$ cat src/rtl/fetch_stage.sv
// Instruction-fetch stage with the F/D pipeline register: owns the PC, flags
// AdEL on illegal fetch addresses and handles stall, branch, eret and exception entry.
module fetch_stage #(
   parameter logic [31:0] PC_RESET  = 32'h0000_3000,
   parameter logic [31:0] EXC_ENTRY = 32'h0000_4180,
   parameter logic [31:0] IM_BASE   = 32'h0000_3000,
   parameter logic [31:0] IM_LIMIT  = 32'h0000_6FFC
) (
   input  logic        clk,
   input  logic        reset,
   input  logic        stall,
   input  logic        req,
   input  logic        eret,
   input  logic [31:0] epc,
   input  logic        br_taken,
   input  logic [31:0] br_target,
   input  logic        d_is_branch,
   output logic [31:0] i_inst_addr,
   input  logic [31:0] i_inst_rdata,
   output logic [31:0] D_pc,
   output logic [31:0] D_instr,
   output logic [4:0]  D_exccode,
   output logic        D_bd
);

   localparam logic [4:0] EXC_NONE = 5'd0;
   localparam logic [4:0] EXC_ADEL = 5'd4;

   logic [31:0] f_pc;
   logic        f_adel;
   logic [31:0] f_pc_next;
   logic [31:0] d_pc_next;
   logic [31:0] d_instr_next;
   logic [4:0]  d_exccode_next;
   logic        d_bd_next;

   assign i_inst_addr = f_pc;
   assign f_adel = (f_pc[1:0] != 2'b00) || (f_pc < IM_BASE) || (f_pc > IM_LIMIT);

   // F and D share one priority chain so the two stages never drift apart.
   always_comb begin
      f_pc_next      = f_pc + 32'd4;
      d_pc_next      = f_pc;
      d_instr_next   = f_adel ? 32'd0 : i_inst_rdata;
      d_exccode_next = f_adel ? EXC_ADEL : EXC_NONE;
      d_bd_next      = d_is_branch;
      if (req) begin
         f_pc_next      = EXC_ENTRY;
         d_pc_next      = EXC_ENTRY;
         d_instr_next   = 32'd0;
         d_exccode_next = EXC_NONE;
         d_bd_next      = 1'b0;
      end else if (stall) begin
         f_pc_next      = f_pc;
         d_pc_next      = D_pc;
         d_instr_next   = D_instr;
         d_exccode_next = D_exccode;
         d_bd_next      = D_bd;
      end else if (eret) begin
         // The word fetched alongside eret is dropped: eret has no delay slot.
         f_pc_next      = epc;
         d_pc_next      = epc;
         d_instr_next   = 32'd0;
         d_exccode_next = EXC_NONE;
         d_bd_next      = 1'b0;
      end else if (br_taken) begin
         f_pc_next = br_target;
      end
   end

   always_ff @(posedge clk or posedge reset) begin
      if (reset) begin
         f_pc      <= PC_RESET;
         D_pc      <= 32'd0;
         D_instr   <= 32'd0;
         D_exccode <= EXC_NONE;
         D_bd      <= 1'b0;
      end else begin
         f_pc      <= f_pc_next;
         D_pc      <= d_pc_next;
         D_instr   <= d_instr_next;
         D_exccode <= d_exccode_next;
         D_bd      <= d_bd_next;
      end
   end

endmodule

$ cat config.mk
export PLATFORM = sky130hd
export DESIGN_NAME = fetch_stage
export DESIGN_NICKNAME = d
export VERILOG_FILES = /design/src/rtl/fetch_stage.sv
export SDC_FILE = /design/constraint.sdc
export NUM_CORES = 1
export LEC_CHECK = 0
export CAP_MARGIN = 20
export CORE_UTILIZATION = 49
export CTS_BUF_LIST = sky130_fd_sc_hd__clkbuf_4
export CTS_CLUSTER_DIAMETER = 120
export DETAILED_ROUTE_END_ITERATION = 12
export PLACE_DENSITY = 0.84
export REMOVE_ABC_BUFFERS = 1
export SYNTH_ARGS = -nofsm -noshare
export SYNTH_HDL_FRONTEND = slang
export SYNTH_SLANG_ARGS = --single-unit
export TNS_END_PERCENT = 50
$ cat constraint.sdc
create_clock -name clk -period 9.35 [get_ports clk]
set_clock_uncertainty 0.15 [all_clocks]
set_input_delay 1.87 -clock clk [delete_from_list [all_inputs] [get_ports clk]]
set_output_delay 1.87 -clock clk [all_outputs]
set_load 0.05 [all_outputs]
# Word-level counts from Yosys, hierarchy flattened
# Index checks and enable logic that the tools add are counted.
dict set report totals {
  reg_bits 102
  input_bits 103
  output_inout_bits 102
  elab_cells 30
}
dict set report op_classes {
  addsub 1
  magnitude_cmp 2
  eq_ne 1
  muxes 18
  n_reduce_logical 3
}
# op n
set op_table {}
lappend op_table {{$mux W32} 11}
lappend op_table {{$add A32 B3 Y32 const B} 1}
lappend op_table {{$gt A32 B15 Y1 const B} 1}
lappend op_table {{$lt A32 B14 Y1 const B} 1}
lappend op_table {{$mux W5} 2}
lappend op_table {{$mux W3} 2}
lappend op_table {{$mux W1} 3}
lappend op_table {{$logic_or A1 B1 Y1} 2}
lappend op_table {{$ne A2 B1 Y1 const B} 1}
lappend op_table {{$reduce_bool A2 Y1} 1}

# Longest topological paths before layout
dict set report depth {
  word_depth 7
  mapped_depth 8
}

# Worst setup path before layout
# OpenSTA, ideal clock, no wires.
dict set report synth_path {
  kind {input port to flip-flop}
  from {input port br_taken}
  to {register f_pc[20] (netlist: i_inst_addr[20])}
  setup_time_ns 0.131
  arrival_ns 3.004
  required_ns 9.069
  slack_ns 6.065
  stages 6
  path_buffers 2
  path_cell_list {clkbuf_1 -> nor2b_1 -> clkbuf_1 -> a221oi_1 -> o21ai_0 -> or3_1}
}
dict set report synth_via {
  elab_chain_len 4
}
# item line_no
set synth_rtl {}
lappend synth_rtl {{start, declared} 15} ;# input logic br_taken,
lappend synth_rtl {{$mux W32} 66} ;# end else if (br_taken) begin
lappend synth_rtl {{$mux W32} 59} ;# end else if (eret) begin
lappend synth_rtl {{$mux W32} 53} ;# end else if (stall) begin
lappend synth_rtl {{$mux W32} 47} ;# if (req) begin
lappend synth_rtl {{end signal, assigned} 79} ;# f_pc <= f_pc_next;
lappend synth_rtl {{end, declared} 29} ;# logic [31:0] f_pc;
# No other way between the ends. The select of a mux whose other input is x is not followed.
# A chain may end at the register's enable or synchronous reset.

# Final worst setup path
dict set report layout_path {
  from {input port br_taken}
  to {register f_pc[27] (netlist: i_inst_addr[27])}
}
# Same word-level chain as after synthesis.

==> run_results.csv <==
group,metric,value,unit
outcome,outcome,"finished, final reports clean",
synthesis,ys_top_cells_by_area,"dfrtp_1 45%, a22o_1 5.6%, mux2i_1 5.4%",
critical_path,start_kind,"primary input",
cells_and_area,drive_gt1_share,5.31,%
critical_path,cp-end-kind,"flop",
route,post_drt_via_cell_ratio,6.08,
sta,slew_headroom,27.7,%
grt,first_global_vias,5259,
power_and_ir_drop,power_per_cell_area,130,mW/mm2
critical_path,cp.buffers_inverters,1,
cts,cts-root-buf,"clkbuf_4",
cts,clock_path_buffers,2,
cts,path_clk_slew,0.14,ns
run,maxCapViolCount,0,
floorplan,die_area,0.0113,mm2
power_and_ir_drop,power_frac_seq,48.9,%
cells_and_area,fillers,818,
power_and_ir_drop,clock_power_share,23.2,%
placed_design,placed_cells,874,
critical_path,critical_path_required,9.54,ns
power_and_ir_drop,switching_power,0.000333,W
sta,rsz0062_at_grt,"no",
cells_and_area,n_antenna_cell,0,
synthesis,synth_area_per_cell,9.14,um2
floorplan,ios,205,
hold_path,min_path_type,"flop to flop",
grt,grt_overflow,0,
route,wl_per_cell,18.6,um
placed_design,dp_hpwl,11400,um
cts,clock_latency,0.45,ns
synthesis,ys_async_sr_fraction,100,%
sta,fin_crit,4.35,ns
power_and_ir_drop,ir_drop,0.0605,mV
route,drc,0,
placed_design,gp_congestion,0.851,
cts,cts_made_buffers,9,
cells_and_area,fin_nets,853,
cts,ctsResizeCount,0,
floorplan,die_w,106,um
synthesis,yosysWarnings,0,
synthesis,syn_area,0.00534,mm2
synthesis,synth-seq-cells,98,
power_and_ir_drop,combinationalPowerShare,27.8,%
sta,slew_viol_final,0,
route,ant_nets,0,
route,wl,16500,um
critical_path,crit_arrival,4.54,ns
floorplan,die_y,106,um
critical_path,crit_type,"primary input to flop",
grt,antenna_found_initial,0,
placed_design,io_buffers,200,
critical_path,cpPeakStageDelay,1.19,ns
sta,fin_crit_sh,46.5,%
grt,track_usage,29.9,%
floorplan,num_rows,37,
cells_and_area,area.growth.synth_to_final,39.1,%
critical_path,cpLargestDelayFamily,"buffers and inverters",
synthesis,syn_inst,584,
power_and_ir_drop,switching_share,34.5,%
cts,tritoncts,"done",
synthesis,synth.distinct_cells,63,
synthesis,netlist.area_leader.share,45.0,%
route,drt_first_pass_iters,6,
cts,cts.htree.levels,3,
cts,postCtsHoldBufs,0,
critical_path,path_max_fanout,26,
critical_path,cp_cell_sequence,"clkdlybuf4s50_1 > nand2b_1 > o22ai_1 > nor2_1 > a21o_1 > a22o_1",
power_and_ir_drop,cellLeakagePower,3.13,nW
synthesis,synth_top_flop_cell,"dfrtp_1",
cts,cts_sinks,98,
cells_and_area,fin_util,71.0,%
synthesis,synth_top_area_cell,"dfrtp_1",
sta,hold_viol_final,0,
synthesis,synth-seq-area-share,46.0,%
sta,worst_slew_pin_slew,1.08,ns
critical_path,slowest_stage,"clkdlybuf4s50_1",
sta,hold_ws,0.368,ns
synthesis,synth_edf_count,0,
cells_and_area,stdcell_count,890,
sta,setup_viol,0,
floorplan,initial_utilization,51.0,%
power_and_ir_drop,p_int,0.000633,W
floorplan,core,0.0105,mm2
grt,grt_max_degree,70,
sta,final.setup.tns,0,ns
cts,post-cts-setup-buffers,0,
sta,fmax,230,MHz
route,routed-via-count,5409,
grt,grt_pass1_wl,26500,um
route,drt_iter0_markers,493,
through the flow:
step / total power (W) / worst slack (ns) / cell area, um2
finish: 0.000966 / 5.00 / 7430
global route: 0.00101 / 4.94 / 7430
CTS: 0.000968 / 5.05 / 7430
detailed placement: 0.000748 / 4.60 / 7290
global placement: 0.000743 / 4.69 / 7290
floorplan: 0.000619 / 4.77 / 5090
area by class of cell:
cell class              instances  area [um2]  share of cell area [%]
clock inverters                 6        57.6                   0.775
repair buffers                206        2030                    27.4
flip-flops and latches         98        2450                    33.1
inverters                      14        55.1                   0.741
multi-input cells             420        2580                    34.8
clock buffers                  10        75.1                    1.01
well taps                     136         170                    2.29
worst paths after layout:
check	from	endpoint	slack [ns]	cells past startpoint
max	br_taken	i_inst_addr[27]$_DFFE_PP0P_	5.00	6
min	D_instr[28]$_DFFE_PP0P_	D_instr[28]$_DFFE_PP0P_	0.37	1
max reg2reg	i_inst_addr[16]$_DFFE_PP0P_	D_instr[15]$_DFFE_PP0P_	6.57	5
min reg2reg	D_instr[28]$_DFFE_PP0P_	D_instr[28]$_DFFE_PP0P_	0.37	1
max in group asynchronous	reset	i_inst_addr[24]$_DFFE_PP0P_	6.26	3
min in group asynchronous	reset	D_instr[2]$_DFFE_PP0P_	1.59	2
Yosys cell counts, drive strengths merged (7+ instances only):
cell    number
dfrtp       96
nor2        71
nand2       54
o21ai       48
a21oi       42
a22o        34
clkbuf      30
mux2i       29
buf         25
nand3       18
inv         14
nand4       13
o221ai      11
nor4         8
nor3         7
flip-flops by register name, indices dropped and copies added (netlist names):
register     cells
D_exccode        1
D_pc            32
D_instr         32
D_bd             1
i_inst_addr     32
cells by family (layout without fill, tap and decap cells):
| group | Yosys count | in the layout | share of synthesized area (%) |
|---|---|---|---|
| other | 1 | 4 | 0.0702 |
| adders and majority gates | 1 | 1 | 0.234 |
| buffers and inverters | 69 | 236 | 5.93 |
| DFF | 98 | 98 | 46.0 |
| and+or+nand+nor | 194 | 194 | 17.8 |
| xor gates and xnor gates | 7 | 7 | 1.15 |
| muxes | 29 | 29 | 5.44 |
| AOI/OAI and AO/OA | 185 | 185 | 23.4 |
metal layers:
metal | vias to the layer above | wire length [um] | GRT usage (%)
met3 | 31 | 1660 | 7.30
met1 | 2596 | 6660 | 38.7
met4 | 0 | 337 | 11.8
met2 | 326 | 7870 | 48.1
li1 | 2456 | - | -
met5 | - | 0 | 0
worst register-to-register path, cell delays in order, from the launching register on:
cell,delay (ns)
dfrtp_1,0.54
nor4_1,0.41
nand3_1,0.12
nor3_1,0.35
and2_1,0.89
a22o_1,0.26
cells in the final DEF, fill, tap and decap left out, types with 5 or more instances in the layout:
| master | n |
|---|---|
| clkbuf_4 | 10 |
| dfrtp_1 | 96 |
| nor3_1 | 7 |
| o21ai_0 | 47 |
| inv_1 | 12 |
| a221oi_1 | 6 |
| o22ai_1 | 6 |
| mux2i_1 | 29 |
| a21oi_1 | 42 |
| o211ai_1 | 6 |
| a31oi_1 | 5 |
| nor4_1 | 6 |
| nand4_1 | 11 |
| nand2_1 | 54 |
| nor2_1 | 68 |
| a311oi_1 | 5 |
| clkdlybuf4s50_1 | 197 |
| buf_4 | 6 |
| nand3_1 | 16 |
| o221ai_1 | 10 |
| a22o_1 | 34 |
power by group through the flow:
stage	clock network (W)	logic, W	registers (W)
after CTS	0.000227	0.000269	0.000472
after detailed placement	0	0.000268	0.000480
final	0.000224	0.000269	0.000473
after global placement	0	0.000264	0.000478
after global routing	0.000246	0.000286	0.000476
after floorplan	0	0.0000741	0.000545
No activity file was read; power rests on OpenSTA's default activity.
